<file path="config.mk">
export PLATFORM = sky130hd
export DESIGN_NAME = player_sprite
export DESIGN_NICKNAME = d
export VERILOG_FILES = /design/src/rtl/invaders_pkg.sv /design/src/rtl/player_sprite_rom.sv /design/src/rtl/player_sprite.sv
export SDC_FILE = /design/constraint.sdc
export NUM_CORES = 1
export LEC_CHECK = 0
export CAP_MARGIN = 20
export CORE_MARGIN = 4
export CORE_UTILIZATION = 49
export CTS_CLUSTER_DIAMETER = 80
export DETAILED_ROUTE_END_ITERATION = 7
export PLACE_DENSITY = 0.81
export SKIP_CTS_REPAIR_TIMING = 1
export SLEW_MARGIN = 25
export SYNTH_ARGS = -nofsm -noshare
export SYNTH_HDL_FRONTEND = slang
export SYNTH_SLANG_ARGS = --single-unit
export TNS_END_PERCENT = 5
</file>
<file path="constraint.sdc">
create_clock -name Clk -period 2.6 [get_ports Clk]
set_input_delay 0.52 -clock Clk [delete_from_list [all_inputs] [get_ports Clk]]
set_output_delay 0.52 -clock Clk [all_outputs]
set_load 0.02 [all_outputs]
</file>
<file path="src/rtl/invaders_pkg.sv">
// Shared constants, colours, player states and the player cannon sprite mask.
package invaders_pkg;

  localparam int unsigned SCREEN_W   = 640;
  localparam int unsigned PLAYER_Y   = 440;
  localparam int unsigned SPRITE_W   = 32;
  localparam int unsigned SPRITE_H   = 16;
  localparam int unsigned STEP       = 2;
  localparam int unsigned X_INIT     = 304;
  localparam int unsigned HIT_FRAMES = 60;

  localparam int unsigned COORD_W = 10;
  localparam int unsigned XCALC_W = 11;
  localparam int unsigned ADDR_W  = 9;
  localparam int unsigned CNT_W   = 6;
  localparam int unsigned COLOR_W = 24;

  localparam logic [COLOR_W-1:0] PLAYER_GREEN = 24'h20FF20;
  localparam logic [COLOR_W-1:0] EXPLODE_RED  = 24'hFF2020;

  typedef enum logic [1:0] {
    ALIVE   = 2'd0,
    EXPLODE = 2'd1,
    RESPAWN = 2'd2
  } player_state_t;

  // Cannon shape: 4-row barrel, 4-row turret, 8-row solid base; column 0 is the row MSB.
  function automatic logic sprite_mask_bit(input logic [ADDR_W-1:0] addr);
    logic [SPRITE_W-1:0] row_bits;
    logic [4:0]          col;
    col = addr[4:0];
    case (addr[8:5])
      4'd0, 4'd1, 4'd2, 4'd3: row_bits = 32'h0003_C000;
      4'd4, 4'd5, 4'd6, 4'd7: row_bits = 32'h0FFF_FFF0;
      default:                row_bits = 32'hFFFF_FFFF;
    endcase
    return row_bits[5'(31) - col];
  endfunction

endpackage

</file>
<file path="src/rtl/player_sprite_rom.sv">
// Synchronous 1-bit sprite mask ROM, one read per Clk.
module player_sprite_rom
  import invaders_pkg::*;
(
  input  logic              Clk,
  input  logic [ADDR_W-1:0] addr,
  output logic              mask
);

  logic mask_d;
  logic mask_q;

  always_comb begin
    mask_d = sprite_mask_bit(addr);
  end

  always_ff @(posedge Clk) begin
    mask_q <= mask_d;
  end

  assign mask = mask_q;

endmodule

</file>
<file path="src/rtl/player_sprite.sv">
// Player cannon: frame-rate movement, hit/explode/respawn FSM and a 2-stage
// pixel pipeline producing player_on / player_color for the colour mapper.
module player_sprite
  import invaders_pkg::*;
(
  input  logic               Clk,
  input  logic               Reset_n,
  input  logic               frame_clk,
  input  logic [COORD_W-1:0] DrawX,
  input  logic [COORD_W-1:0] DrawY,
  input  logic               move_left,
  input  logic               move_right,
  input  logic               hit,
  output logic               player_on,
  output logic [COLOR_W-1:0] player_color,
  output logic [COORD_W-1:0] playerX,
  output logic               player_alive
);

  logic sync1_q, sync2_q, sync3_q;
  logic frame_tick_c;

  player_state_t      state_q, state_d;
  logic [COORD_W-1:0] x_q, x_d;
  logic [CNT_W-1:0]   cnt_q, cnt_d;
  logic               alive_q, alive_d;

  logic [XCALC_W-1:0] x_left_c, x_right_c;
  logic [COORD_W-1:0] x_left_clamp_c, x_right_clamp_c;
  logic [CNT_W-1:0]   cnt_inc_c;

  logic [COORD_W-1:0] dx_c, dy_c;
  logic               in_box_c, visible_c;
  logic [ADDR_W-1:0]  rom_addr_c;
  logic               rom_mask;

  logic               in_box_s1_q, vis_s1_q;
  player_state_t      state_s1_q;
  logic               on_d, on_q;
  logic [COLOR_W-1:0] color_d, color_q;

  // frame_clk is asynchronous: two synchroniser flops plus one for edge detection
  always_ff @(posedge Clk or negedge Reset_n) begin
    if (!Reset_n) begin
      sync1_q <= 1'b0;
      sync2_q <= 1'b0;
      sync3_q <= 1'b0;
    end else begin
      sync1_q <= frame_clk;
      sync2_q <= sync1_q;
      sync3_q <= sync2_q;
    end
  end

  assign frame_tick_c = sync2_q & ~sync3_q;

  // 11-bit arithmetic so stepping left of 0 shows up as a negative value
  always_comb begin
    x_left_c  = {1'b0, x_q} - XCALC_W'(STEP);
    x_right_c = {1'b0, x_q} + XCALC_W'(STEP);
    x_left_clamp_c  = x_left_c[XCALC_W-1] ? '0 : x_left_c[COORD_W-1:0];
    x_right_clamp_c = (x_right_c > XCALC_W'(SCREEN_W - SPRITE_W))
                      ? COORD_W'(SCREEN_W - SPRITE_W) : x_right_c[COORD_W-1:0];
    cnt_inc_c = cnt_q + CNT_W'(1);
  end

  always_comb begin
    state_d = state_q;
    x_d     = x_q;
    cnt_d   = cnt_q;
    case (state_q)
      ALIVE: begin
        if (hit) begin
          state_d = EXPLODE;
          cnt_d   = '0;
        end else if (frame_tick_c) begin
          if (move_left && !move_right) begin
            x_d = x_left_clamp_c;
          end else if (move_right && !move_left) begin
            x_d = x_right_clamp_c;
          end
        end
      end
      EXPLODE: begin
        if (frame_tick_c) begin
          cnt_d = cnt_inc_c;
          if (cnt_inc_c == CNT_W'(HIT_FRAMES)) begin
            state_d = RESPAWN;
          end
        end
      end
      RESPAWN: begin
        x_d     = COORD_W'(X_INIT);
        cnt_d   = '0;
        state_d = ALIVE;
      end
      default: state_d = ALIVE;
    endcase
    alive_d = (state_d == ALIVE);
  end

  always_ff @(posedge Clk or negedge Reset_n) begin
    if (!Reset_n) begin
      state_q <= ALIVE;
      x_q     <= COORD_W'(X_INIT);
      cnt_q   <= '0;
      alive_q <= 1'b1;
    end else begin
      state_q <= state_d;
      x_q     <= x_d;
      cnt_q   <= cnt_d;
      alive_q <= alive_d;
    end
  end

  // Unsigned differences: pixels left of / above the sprite wrap large and fall out of the box
  always_comb begin
    dx_c       = DrawX - x_q;
    dy_c       = DrawY - COORD_W'(PLAYER_Y);
    in_box_c   = (dx_c < COORD_W'(SPRITE_W)) && (dy_c < COORD_W'(SPRITE_H));
    rom_addr_c = {dy_c[3:0], dx_c[4:0]};
    case (state_q)
      ALIVE:   visible_c = 1'b1;
      EXPLODE: visible_c = cnt_q[2];
      default: visible_c = 1'b0;
    endcase
  end

  player_sprite_rom u_rom (
    .Clk  (Clk),
    .addr (rom_addr_c),
    .mask (rom_mask)
  );

  always_comb begin
    on_d    = in_box_s1_q & rom_mask & vis_s1_q;
    color_d = '0;
    if (on_d) begin
      color_d = (state_s1_q == EXPLODE) ? EXPLODE_RED : PLAYER_GREEN;
    end
  end

  always_ff @(posedge Clk or negedge Reset_n) begin
    if (!Reset_n) begin
      in_box_s1_q <= 1'b0;
      vis_s1_q    <= 1'b0;
      state_s1_q  <= ALIVE;
      on_q        <= 1'b0;
      color_q     <= '0;
    end else begin
      in_box_s1_q <= in_box_c;
      vis_s1_q    <= visible_c;
      state_s1_q  <= state_q;
      on_q        <= on_d;
      color_q     <= color_d;
    end
  end

  assign player_on    = on_q;
  assign player_color = color_q;
  assign playerX      = x_q;
  assign player_alive = alive_q;

endmodule

</file>
* Word level (Yosys, flattened, before mapping) *
Memories as Yosys holds them, arrays and structs flattened.
Index checks and enable logic that the tools add are counted.

storage, ports and cells
  memories kept = 1
  input port bits = 26
  logic and storage cells = 68
  bits in latches = 0
  flip-flop bits (word level) = 52
  bits in read-only memories = 160
  output and inout bits = 36
  bits in writable memories = 0

memory list
  name             depth  bits a word  rd ports  clocked after Yosys merged registers in  wr ports  RTL line            text
  (no name shown)  8      20           1         0                                        0         invaders_pkg.sv:32  case (addr[8:5])

operators by class
  bitwise operators = 4
  add/sub/neg operators = 6
  multipliers = 0
  shift operators = 0
  eq/ne operators = 9
  muxes and demuxes = 20
  magnitude comparators = 4
  divide/modulo/power cells = 0
  reduce and logical (&&, ||, !) cells = 11

operator list
  kind                   count
  $mux 10                6
  $mux 24                2
  $mux 32                1
  $pmux 10 s2            1
  $pmux 6 s3             1
  $mux 6                 2
  $add 10x2->11 const B  1
  $gt 11x10->1 const B   1
  $sub 10x2->11 const B  1
  $lt 10x5->1 const B    1
  $lt 10x6->1 const B    1
  $sub 10x10->10         1
  $sub 10x9->10 const B  1
  $ne 2x2->1 const B     4
  $add 6x1->6 const B    1
  $eq 6x6->1 const B     1
  $lt 5x6->1 const B     1
  $mux 2                 3
  $bmux 1 s5             1
  $sub 5x5->5 const A    1
  $eq 2x1->1 const B     2
  $logic_not 2->1        2
  $pmux 2 s2             1
  $reduce_and 4->1       1
  11 further kinds       16

* Longest topological paths before layout *
Gate-level depths: netlist (run 1).

  depth after elaboration = 8
  gate-level depth with buffers = 9

* Modules after synthesis *
From an unflattened synthesis (run 1), not the netlist that was laid out.

unflattened totals
  cells, all modules = 292
  area, all modules = 2,412.3 um^2

by module, submodules not included
  module             instances  area an instance (um^2)  seq. area each (um^2)  cells each
  player_sprite      1          2,352.3                  705.7                  285
  player_sprite_rom  1          60.1                     20.0                   7

* Least setup slack after synthesis (run 1) *
OpenSTA, ideal clock, no wires.

  path type = reg-to-reg
  from = register x_q[1] (netlist: playerX[1])
  to = register in_box_s1_q
  buffers on the path = 0
  setup time = 0.067 ns
  stages on the path, launching flop included = 9
  required time = 2.533 ns
  path slack = 0.266 ns
  period minus slack after synthesis = 2.334 ns
  data arrival time = 2.267 ns
  path through = dfrtp_1 -> inv_1 -> fa_1 -> a21oi_1 -> nor2b_1 -> o31a_1 -> o41ai_1 -> nor3b_1 -> o2111a_1

between the ends
  longest elaborated chain between the ends = 3

ends and longest elaborated chain
  element                 RTL line              text
  start, declared         player_sprite.sv:24   logic [COORD_W-1:0] x_q, x_d;
  start signal, assigned  player_sprite.sv:105  x_q <= COORD_W'(X_INIT);
  $sub 10x10->10          player_sprite.sv:118  dx_c = DrawX - x_q;
  $lt 10x6->1             player_sprite.sv:120  in_box_c = (dx_c < COORD_W'(SPRITE_W)) && (dy_c < COORD_W'(SPRITE_H));
  $logic_and 1x1->1       player_sprite.sv:120
  named net in_box_c      player_sprite.sv:33   logic in_box_c, visible_c;
  end signal, assigned    player_sprite.sv:151  in_box_s1_q <= in_box_c;
  end, declared           player_sprite.sv:37   logic in_box_s1_q, vis_s1_q;

The timed path passes the listed nets, and every way through them passes these cells.
A chain may end at the register's enable or synchronous reset.

* Worst setup path in the final report (run 1) *
  from = input port DrawX[1]
  to = register in_box_s1_q

between the ends
  longest elaborated chain between the ends = 3

ends and longest elaborated chain
  element             RTL line              text
  start, declared     player_sprite.sv:9    input logic [COORD_W-1:0] DrawX,
  $sub 10x10->10      player_sprite.sv:118
  $lt 10x6->1         player_sprite.sv:120
  $logic_and 1x1->1   player_sprite.sv:120
  named net in_box_c  player_sprite.sv:33

The timed path passes the listed nets, and every way through them passes these cells.

==> metrics.cfg, run 1 <==
[placement]
portBuffers=50
place_congestion=0.9233
hpwlAfterDp_mm=3.892

[worst_setup_path]
max_stage_delay_ps=460
critical-path-top-delay-family=compound AO/OA/AOI/OAI gates
crit_path_cell_trace=clkdlybuf4s50_1 > fa_1 > a21oi_1 > nor2b_1 > o31a_1 > o41ai_2 > nor3b_1 > o2111a_1
critPathMaxFanout=2
cp.required_ps=2810
critPathLaunchType=primary input
critPathKind=in2reg
worstPathArrival_ps=2630
worst-path-buf-inv=1
endpoint_kind=register
crit_slowest_cell=clkdlybuf4s50_1
reg2regPathDepth=8
cp.depth=8

[detailed_routing]
drt-initial-drc-count=139
drc=0
via_per_inst=5.559
vias=2057
ant_nets=0
firstDrtPassIters=5
drt-wirelength-per-cell_um=13.42
wl_mm=4.966

[clocking]
path_clk_slew_ps=60
clk_latency_ps=270
cts_root_buffer=clkbuf_8
cts_tree=yes
cts_sinks=29
htree_levels=2
cts_max_path_buffers=2
numCtsBuffers=5

[synthesis]
seq_area_frac_synth=0.3090
async_flop_share=0.9655
synth_cell_types=58
yosys.area.top_type=dfrtp_1
ys_warn_count=0
synth_edf_count=0
synth.top_cell.area_share=0.2557
syn_area_um2=2349
synth_cells=273
synthTopCellsByArea=dfrtp_1 26%, buf_4 9.0%, ha_1 6.9%
synth.avg_cell_area_um2=8.603
synth_seq_cells=29
synth_ff_type=dfrtp_1

[floorplan]
io_pins=62
die-area_um2=5964
core_um2=4504
start_util=0.5214
rows=24
fp.dieW_um=77.23
die_h_um=77.23

[power_and_ir_drop]
leakage_nw=1.191
fin_total_pwr_mw=1.173
ir_drop_mv=0.3667
powerDensity_nw_per_um2=405.5

[sta]
finalClockSkew_ps=5.240
setup_viol=0
finalMaxSlewViolations=0
fin_crit_sh=0.9330
finalHoldViolCount=0
period_minus_slack_ps=2426
fmax_ghz=0.4122
rsz0062_at_grt=no

[layout]
area_delta_synth_final_pct=23.12
drive_above_1_share=0.1101
nets=357
antenna_cells=0
postLayoutCoreUtil=0.6419

[global_routing]
grt_pass1_wl_mm=8.618
grt_max_degree=29
grt_pass1_vias=1903
grt_overflow_total=0
grt_antenna_before_repair=0
grt_usage=0.1743

[worst_hold_path]
holdPathStages=0
hp-class=reg2reg

[run]
drv_cap=0

[status]
status=finished clean

## synth_stat cells (all sizes together), types with 2 or more instances
| cell type | count |
|---|---|
| xnor2 | 10 |
| dfrtp | 24 |
| o21a | 4 |
| a21oi | 14 |
| xor2 | 4 |
| nor4 | 3 |
| o21bai | 2 |
| nand2 | 22 |
| o31a | 2 |
| nor2 | 18 |
| o22ai | 2 |
| a21boi | 2 |
| conb | 2 |
| clkbuf | 2 |
| nand3b | 3 |
| nor4b | 2 |
| or2 | 2 |
| o31ai | 4 |
| o21ai | 17 |
| and4 | 2 |
| buf | 32 |
| mux2i | 3 |
| and2 | 3 |
| dfstp | 4 |
| nor3 | 10 |
| ha | 13 |
| and3 | 7 |
| nor2b | 4 |
| nand3 | 13 |
| or3 | 4 |
| inv | 11 |
| nor3b | 3 |
| a31oi | 3 |
| o211ai | 3 |
## path summary, 6_finish.rpt
check | startpoint | to | slack, ps
worst max-delay path | DrawX[1] | in_box_s1_q$_DFF_PN0_ | 170
worst min-delay path | sync1_q$_DFF_PN0_ | sync2_q$_DFF_PN0_ | 350
worst max register to register | playerX[4]$_DFFE_PN1P_ | in_box_s1_q$_DFF_PN0_ | 270
worst min register to register | sync1_q$_DFF_PN0_ | sync2_q$_DFF_PN0_ | 350
max in group asynchronous | Reset_n | playerX[4]$_DFFE_PN1P_ | 1670
min in group asynchronous | Reset_n | cnt_q[2]$_DFFE_PN0P_ | 620
## flip-flops by register name, indices dropped and copies added, names as in the netlist
register,cells
in_box_s1_q,1
sync3_q,1
sync2_q,1
cnt_q,6
vis_s1_q,1
playerX,9
sync1_q,1
u_rom.mask,1
player_alive,1
state_q,2
state_s1_q,2
player_color,3
## layout make-up
class,count,area [um2]
clock buffers,6,72.57
well taps,52,65.06
fillers,377,1613
clock inverters,2,10.01
multi-input cells,206,1371
repair buffers,64,605.6
inverters,11,41.29
flip-flops and latches,29,725.7
## logic make-up (layout without fill, tap and decap cells)
logic type / Yosys count / in the layout / synth area share
simple gates: 100 / 100 / 0.2259
buf+inv: 45 / 83 / 0.1215
fa+ha+maj: 14 / 14 / 0.07779
mux: 3 / 3 / 0.01279
compound gates: 66 / 66 / 0.1977
xor+xnor: 14 / 14 / 0.05221
other cells: 2 / 9 / 0.003198
flops: 29 / 29 / 0.3090
## report_power, final
group | switching, mW | leakage (nW) | internal [mW] | total [mW]
sequential | 0.0476 | 0.345 | 0.500 | 0.548
clock | 0.157 | 0.0450 | 0.185 | 0.342
combinational | 0.145 | 0.801 | 0.138 | 0.283
## metrics by stage
stage	setup slack [ps]	setup TNS (ps)	cell area, um2	hold WS (ps)	std cells
finish	174.1	0	2892	346.0	370
global route	72.40	0	2892	356.9	370
CTS	101.8	0	2884	356.5	370
detailed placement	-192.6	-192.6	2801	336.3	362
global placement	-115.1	-115.1	2801	334.9	362
floorplan	266.1	0	2375	224.4	280
## placed cells by master (no fill, tap or decap), types with 11 or more instances in the layout
cell | synthesis | layout
o21ai_0 | 17 | 17
nand3_1 | 13 | 13
a21oi_1 | 14 | 14
nor2_1 | 18 | 18
ha_1 | 13 | 13
nand2_1 | 22 | 22
dfrtp_1 | 24 | 24
inv_1 | 11 | 11
clkdlybuf4s50_1 | 0 | 50
buf_4 | 28 | 14
## metal layers
metal	track usage	vias up	share of wire
met3	0.04098	2	0.080
met2	0.2668	88	0.44
met5	0	-	0
li1	-	1040	-
met4	0.04270	0	0.0038
met1	0.2474	927	0.47
Note: power is estimated with default switching activity, not from simulation.
==> run 2: changes to the inputs <==
--- a/config.mk
+++ b/config.mk
@@ -7,13 +7,14 @@
 export LEC_CHECK = 0
 export CAP_MARGIN = 20
 export CORE_MARGIN = 4
-export CORE_UTILIZATION = 49
+export CORE_UTILIZATION = 50
 export CTS_CLUSTER_DIAMETER = 80
 export DETAILED_ROUTE_END_ITERATION = 7
-export PLACE_DENSITY = 0.81
+export PLACE_DENSITY = 0.82
 export SKIP_CTS_REPAIR_TIMING = 1
 export SLEW_MARGIN = 25
 export SYNTH_ARGS = -nofsm -noshare
 export SYNTH_HDL_FRONTEND = slang
+export SYNTH_HIERARCHICAL = 1
 export SYNTH_SLANG_ARGS = --single-unit
 export TNS_END_PERCENT = 5
==> constraint.sdc (replaced) <==
create_clock -name Clk -period 3 [get_ports Clk]
set_input_delay 0.6 -clock Clk [delete_from_list [all_inputs] [get_ports Clk]]
set_output_delay 0.6 -clock Clk [all_outputs]
set_load 0.02 [all_outputs]
==> run 2 against run 1 <==
Highest routed layer unchanged. Wire length rose by 13%. Combinational power rose by 19%. Critical path type unchanged. Total power rose by 5.1%. Register-to-register slack barely moved. Utilization fell by 1.8 points. Clock power rose by 23%.
==> metrics.cfg, run 2 <==
[floorplan]
start_util=0.5141  ; was 0.5214
core_um2=4692  ; was 4504 um2
io_pins=62  ; unchanged
rows=25  ; was 24
die_h_um=77.46  ; was 77.23 um
die-area_um2=6000  ; was 5964 um2
fp.dieW_um=77.46  ; was 77.23 um

[sta]
hold_slack_ps=347.1  ; was 346.0 ps
finalHoldViolCount=0  ; unchanged
finalMaxSlewViolations=0  ; unchanged
fmax_ghz=0.3617
finalClockSkew_ps=6.515  ; was 5.240 ps
period_minus_slack_ps=2765
setup-tns-final_ps=0  ; unchanged
worst_slack_ps=235.0  ; was 174.1 ps
relSlewSlack=0.5985
setup_viol=0  ; unchanged
fin_crit_sh=0.9217
rsz0062_at_grt=no  ; unchanged
tightest_slew_ps=596.0

[worst_setup_path]
cp.required_ps=3160  ; was 2810 ps
critPathKind=in2reg  ; unchanged
critPathMaxFanout=2  ; unchanged
max_stage_delay_ps=460  ; about the same
endpoint_kind=register  ; unchanged
crit_slowest_cell=fa_1  ; was clkdlybuf4s50_1
crit_path_cell_trace=clkdlybuf4s50_1 > fa_1 > a211o_1 > a211oi_1 > o21ai_0 > a21oi_1 > o211ai_1 > a2111oi_0  ; was clkdlybuf4s50_1 > fa_1 > a21oi_1 > nor2b_1 > o31a_1 > o41ai_2 > nor3b_1 > o2111a_1
worstPathArrival_ps=2920  ; was 2630 ps
critPathLaunchType=primary input  ; unchanged

[synthesis]
seq_area_frac_synth=0.3008  ; was 0.3090
syn_area_um2=2412  ; was 2349 um2
async_flop_share=0.9655  ; unchanged
yosys.area.top_type=dfrtp_1  ; unchanged
synth.top_cell.area_share=0.2490  ; was 0.2557
synth_edf_count=0  ; unchanged
synth.avg_cell_area_um2=8.261  ; was 8.603 um2
synth_seq_cells=29  ; unchanged
synth_ff_type=dfrtp_1  ; unchanged
synthTopCellsByArea=dfrtp_1 25%, buf_4 7.5%, ha_1 6.7%  ; was dfrtp_1 26%, buf_4 9.0%, ha_1 6.9%
ys_warn_count=6  ; was 0
synth.most_common_cell=nand2_1  ; was buf_4
synth_cells=292  ; was 273
synth_cell_types=62  ; was 58
synth_commonest_cells=25 x nand2_1, 24 x buf_4, 24 x dfrtp_1, 23 x o21ai_0, 22 x nor2_1  ; was 28 x buf_4, 24 x dfrtp_1, 22 x nand2_1, 18 x nor2_1, 17 x o21ai_0

[detailed_routing]
via_per_inst=5.922  ; was 5.559
drt-initial-drc-count=253  ; was 139
drt-wirelength-per-cell_um=14.66  ; was 13.42 um
firstDrtPassIters=4  ; was 5
wl_mm=5.613  ; was 4.966 mm
vias=2268  ; was 2057
drc=0  ; unchanged
ant_nets=0  ; unchanged

[run]
drv_cap=0  ; unchanged

[global_routing]
grt_pass1_wl_mm=9.101  ; was 8.618 mm
grt_pass1_vias=2029  ; was 1903
grt_usage=0.1851  ; was 0.1743
grt_max_degree=29  ; unchanged
grt_overflow_total=0  ; unchanged
grt_antenna_before_repair=0  ; unchanged

[status]
status=finished clean  ; unchanged

[layout]
final_common_cell=clkdlybuf4s50_1  ; unchanged
fillerInstances=410  ; was 377
nets=368  ; was 357
area_delta_synth_final_pct=21.37  ; was 23.12%
final_cell_mix=50 x clkdlybuf4s50_1, 25 x nand2_1, 24 x dfrtp_1, 23 x o21ai_0, 22 x nor2_1  ; was 50 x clkdlybuf4s50_1, 24 x dfrtp_1, 22 x nand2_1, 18 x nor2_1, 17 x o21ai_0
largest_reg_flops=9  ; unchanged
drive_above_1_share=0.09119  ; was 0.1101
antenna_cells=0  ; unchanged

[clocking]
path_clk_slew_ps=70  ; was 60 ps
numCtsBuffers=5  ; unchanged
clk_latency_ps=280  ; was 270 ps
cts_root_buffer=clkbuf_8  ; unchanged
htree_levels=2  ; unchanged
cts_sinks=29  ; unchanged
cts_tree=yes  ; unchanged
cts_max_path_buffers=2  ; unchanged

[worst_hold_path]
hp-class=reg2reg  ; unchanged

[power_and_ir_drop]
ir_drop_mv=0.2718  ; was 0.3667 mV
fin_total_pwr_mw=1.232  ; was 1.173 mW
leakage_nw=1.214  ; was 1.191 nW
powerDensity_nw_per_um2=420.9  ; was 405.5 nW/um2

[placement]
hpwlAfterDp_mm=4.147  ; was 3.892 mm
portBuffers=50  ; unchanged
pre_cts_slack_ps=-36.59  ; was -192.6 ps
place_congestion=0.8657  ; was 0.9233

[run 2: cell types whose count changed after synthesis, sizes merged, moves of 4 or more]
| cell | previous run | this run |
|---|---|---|
| xnor2 | 10 | 5 |
| inv | 11 | 15 |
| o21ai | 17 | 23 |
| nand4 | 1 | 5 |
| o31ai | 4 | 0 |
| nor2b | 4 | 0 |
| nor2 | 18 | 22 |
[run 2: path summary, 6_finish.rpt]
check / from / endpoint / slack [ps] / cells after the start
max in group asynchronous: Reset_n / playerX[4]$_DFFE_PN1P_ / 2010 / 2
worst max-delay path: DrawX[1] / in_box_s1_q$_DFF_PN0_ / 230 / 8
worst min register to register: sync1_q$_DFF_PN0_ / sync2_q$_DFF_PN0_ / 350 / 0
worst min-delay path: sync1_q$_DFF_PN0_ / sync2_q$_DFF_PN0_ / 350 / 0
min in group asynchronous: Reset_n / state_q[1]$_DFF_PN0_ / 690 / 2
worst max register to register: playerX[2]$_DFFE_PN0P_ / playerX[5]$_DFFE_PN1P_ / 260 / 7
[run 2: critical path: cells and delay by family]
kind / cells / cell delay (ps)
AOI/OAI and AO/OA: 6 / 1410
adders and majority gates: 1 / 460
buffers and inverters: 1 / 450
[run 2: through the flow]
stage               instance area [um2]  utilization  std cells
finish                             2928       0.6240        383
global route                       2928       0.6240        383
global placement                   2801       0.5971        375
detailed placement                 2801       0.5971        375
floorplan                          2439            -        299
CTS                                2922       0.6227        383
[run 2: metal layers]
layer  vias to the layer above  share of wire  GRT usage
li1                       1109              -          -
met1                      1024           0.43     0.2460
met2                       117           0.46     0.2884
met3                        18          0.089    0.04292
met4                         0          0.029    0.07829
met5                         -              0          0
[run 2: logic make-up (layout without fill, tap and decap cells)]
kind of cell             after synthesis  after routing  synth area share
XOR/XNOR                               7              7           0.02542
AO/OA/AOI/OAI                         81             81            0.2287
adder cells (fa/ha/maj)               14             14           0.07573
buffers and inverters                 49             79            0.1255
multiplexers                           2              2          0.008299
other                                  2              9          0.003113
flip-flops                            29             29            0.3008
AND/OR/NAND/NOR                      108            108            0.2324
[run 2: area by class of cell]
type / count / area (um2) / share of cell area
Multi-Input combinational cell: 221 / 1416 / 0.4838
Timing Repair Buffer: 55 / 538.0 / 0.1838
Sequential cell: 29 / 725.7 / 0.2479
Clock buffer: 6 / 82.58 / 0.02821
Tap cell: 54 / 67.56 / 0.02308
Inverter: 16 / 60.06 / 0.02051
Clock inverter: 2 / 37.54 / 0.01282
[run 2: report_power, final]
part           switching [mW]  internal [mW]  total, mW
clock                   0.151          0.270      0.421
combinational           0.184          0.154      0.337
sequential             0.0454          0.429      0.474
==> run 3: changes to the inputs <==
--- a/config.mk
+++ b/config.mk
@@ -6,13 +6,13 @@
 export NUM_CORES = 1
 export LEC_CHECK = 0
 export CAP_MARGIN = 20
-export CORE_MARGIN = 4
+export CORE_MARGIN = 8
 export CORE_UTILIZATION = 50
 export CTS_CLUSTER_DIAMETER = 80
 export DETAILED_ROUTE_END_ITERATION = 7
+export GPL_TIMING_DRIVEN = 0
 export PLACE_DENSITY = 0.82
 export SKIP_CTS_REPAIR_TIMING = 1
-export SLEW_MARGIN = 25
 export SYNTH_ARGS = -nofsm -noshare
 export SYNTH_HDL_FRONTEND = slang
 export SYNTH_HIERARCHICAL = 1
==> run 3 against run 2 <==
Sequential share of layout area fell by 1.8 points. Sequential cell count did not move. Clock skew fell by 3.5 ps. Clock power fell by 17%. Maximum frequency fell by 1.8%. Non-clock buffer count rose by 29. Cell count rose by 7.6%. Critical path depth did not move. First-iteration DRC count fell by 30%. Critical path type unchanged. Critical endpoint unchanged. Largest cell class unchanged.
==> metrics.cfg, run 3 (same netlist as run 2, synthesis figures left out) <==
[global_routing]
grt_max_degree=22  ; was 29
grt_pass1_wl_mm=10.09  ; was 9.101 mm
grt_usage=0.1711  ; was 0.1851
grt_pass1_vias=2166  ; was 2029
grt_antenna_before_repair=0  ; unchanged
grt_overflow_total=0  ; unchanged

[floorplan]
start_util=0.5141  ; unchanged
io_pins=62  ; unchanged
rows=25  ; unchanged
die-area_um2=7303  ; was 6000 um2
die_h_um=85.46  ; was 77.46 um
core_um2=4692  ; unchanged
fp.dieW_um=85.46  ; was 77.46 um

[worst_setup_path]
crit_slowest_cell=fa_1  ; unchanged
worstPathArrival_ps=2980  ; was 2920 ps
crit_path_cell_trace=clkdlybuf4s50_1 > fa_1 > a211o_1 > a211oi_2 > o21ai_0 > a21oi_1 > o211ai_1 > a2111oi_4  ; was clkdlybuf4s50_1 > fa_1 > a211o_1 > a211oi_1 > o21ai_0 > a21oi_1 > o211ai_1 > a2111oi_0
worst-path-buf-inv=1  ; unchanged
endpoint_kind=register  ; unchanged
critPathMaxFanout=3  ; was 2
critPathLaunchType=primary input  ; unchanged
critPathKind=in2reg  ; unchanged
max_stage_delay_ps=510  ; was 460 ps
cp.required_ps=3160  ; about the same
critical-path-top-delay-family=compound AO/OA/AOI/OAI gates  ; unchanged

[placement]
hpwlAfterDp_mm=4.857  ; was 4.147 mm
place_congestion=0.8912  ; was 0.8657
portBuffers=50  ; unchanged

[sta]
finalHoldViolCount=0  ; unchanged
finalClockSkew_ps=3.050  ; was 6.515 ps
fmax_ghz=0.3553  ; was 0.3617 GHz
period_minus_slack_ps=2814  ; was 2765 ps
hold_slack_ps=346.9  ; was 347.1 ps
tightest_slew_ps=647.4  ; was 596.0 ps
rsz0062_at_grt=no  ; unchanged
setup_viol=0  ; unchanged
fin_crit_sh=0.9381  ; was 0.9217
finalMaxSlewViolations=0  ; unchanged
relSlewSlack=0.5638  ; was 0.5985

[clocking]
htree_levels=2  ; unchanged
cts_root_buffer=clkbuf_8  ; unchanged
cts_tree=yes  ; unchanged
cts_max_path_buffers=2  ; unchanged
path_clk_slew_ps=60  ; was 70 ps
cts_sinks=29  ; unchanged
numCtsBuffers=5  ; unchanged
clk_latency_ps=280  ; about the same

[detailed_routing]
drt-initial-drc-count=178  ; was 253
drc=0  ; unchanged
vias=2353  ; was 2268
ant_nets=0  ; unchanged
wl_mm=6.243  ; was 5.613 mm
via_per_inst=5.711  ; was 5.922
firstDrtPassIters=4  ; unchanged
drt-wirelength-per-cell_um=15.15  ; was 14.66 um

[layout]
postLayoutCoreUtil=0.6733  ; was 0.6240
nets=397  ; was 368
drive_above_1_share=0.1592  ; was 0.09119
largest_reg_flops=9  ; unchanged
final_cell_mix=50 x clkdlybuf4s50_1, 25 x nand2_1, 24 x buf_4, 24 x dfrtp_1, 23 x o21ai_0  ; was 50 x clkdlybuf4s50_1, 25 x nand2_1, 24 x dfrtp_1, 23 x o21ai_0, 22 x nor2_1
area_delta_synth_final_pct=30.96  ; was 21.37%
antenna_cells=0  ; unchanged
fillerInstances=401  ; was 410
final_common_cell=clkdlybuf4s50_1  ; unchanged

[power_and_ir_drop]
leakage_nw=1.366  ; was 1.214 nW
ir_drop_mv=0.3184  ; was 0.2718 mV
fin_total_pwr_mw=1.184  ; was 1.232 mW
powerDensity_nw_per_um2=374.7  ; was 420.9 nW/um2

[run]
drv_cap=0  ; unchanged

[worst_hold_path]
hp-class=reg2reg  ; unchanged

[status]
status=finished clean  ; unchanged

-- run 3: changes by cell type in the layout (fill, tap and decap cells not counted), moves of 2 or more --
cell	change
buf_4	+19
buf_2	+3
clkbuf_1	+3
buf_6	+2
clkbuf_8	+2
-- run 3: layout make-up --
| class | instances | area (um2) | area share |
|---|---|---|---|
| buffer | 33 | 242.7 | 0.07683 |
| clock buffer | 7 | 96.34 | 0.03050 |
| clock inverter | 1 | 5.005 | 0.001584 |
| inverter | 16 | 60.06 | 0.01901 |
| multi-input combinational | 221 | 1434 | 0.4539 |
| sequential | 29 | 725.7 | 0.2297 |
| tap | 54 | 67.56 | 0.02139 |
| timing repair buffer | 51 | 528.0 | 0.1671 |
-- run 3: stage by stage --
stage	worst slack, ps	TNS (ps)	cells	area, um2
3_3_place_gp	-437.0	-487.9	403	3007
3_5_place_dp	-476.9	-564.7	404	3034
2_1_floorplan	482.5	0	299	2439
5_1_grt	85.48	0	412	3159
4_1_cts	-197.5	-197.5	412	3136
6_report	185.6	0	412	3159
-- run 3: worst paths after layout --
path                                               to                   start  slack (ps)  cells past startpoint
setup / recovery                in_box_s1_q$_DFF_PN0_                DrawX[1]         190                      8
hold / removal                      sync2_q$_DFF_PN0_       sync1_q$_DFF_PN0_         350                      0
setup reg to reg                in_box_s1_q$_DFF_PN0_  playerX[1]$_DFFE_PN0P_         260                      8
hold reg to reg                     sync2_q$_DFF_PN0_       sync1_q$_DFF_PN0_         350                      0
max in group asynchronous      playerX[4]$_DFFE_PN1P_                 Reset_n        1830                      2
min in group asynchronous  player_color[15]$_DFF_PN0_                 Reset_n         630                      1
-- run 3: power breakdown --
group / internal [mW] / switching, mW / leakage (nW) / total [mW]
registers: 0.429 / 0.0306 / 0.346 / 0.460
clock network: 0.207 / 0.143 / 0.0542 / 0.350
logic: 0.168 / 0.206 / 0.966 / 0.374
total: 0.804 / 0.380 / 1.37 / 1.18
-- run 3: metal layers --
layer  vias to the layer above  GRT usage  wire [um]
li1                       1169          -          -
met5                         -          0          0
met4                         0    0.06051        103
met1                      1085     0.2125       2655
met2                        91     0.2687       2908
met3                         8    0.05695        576
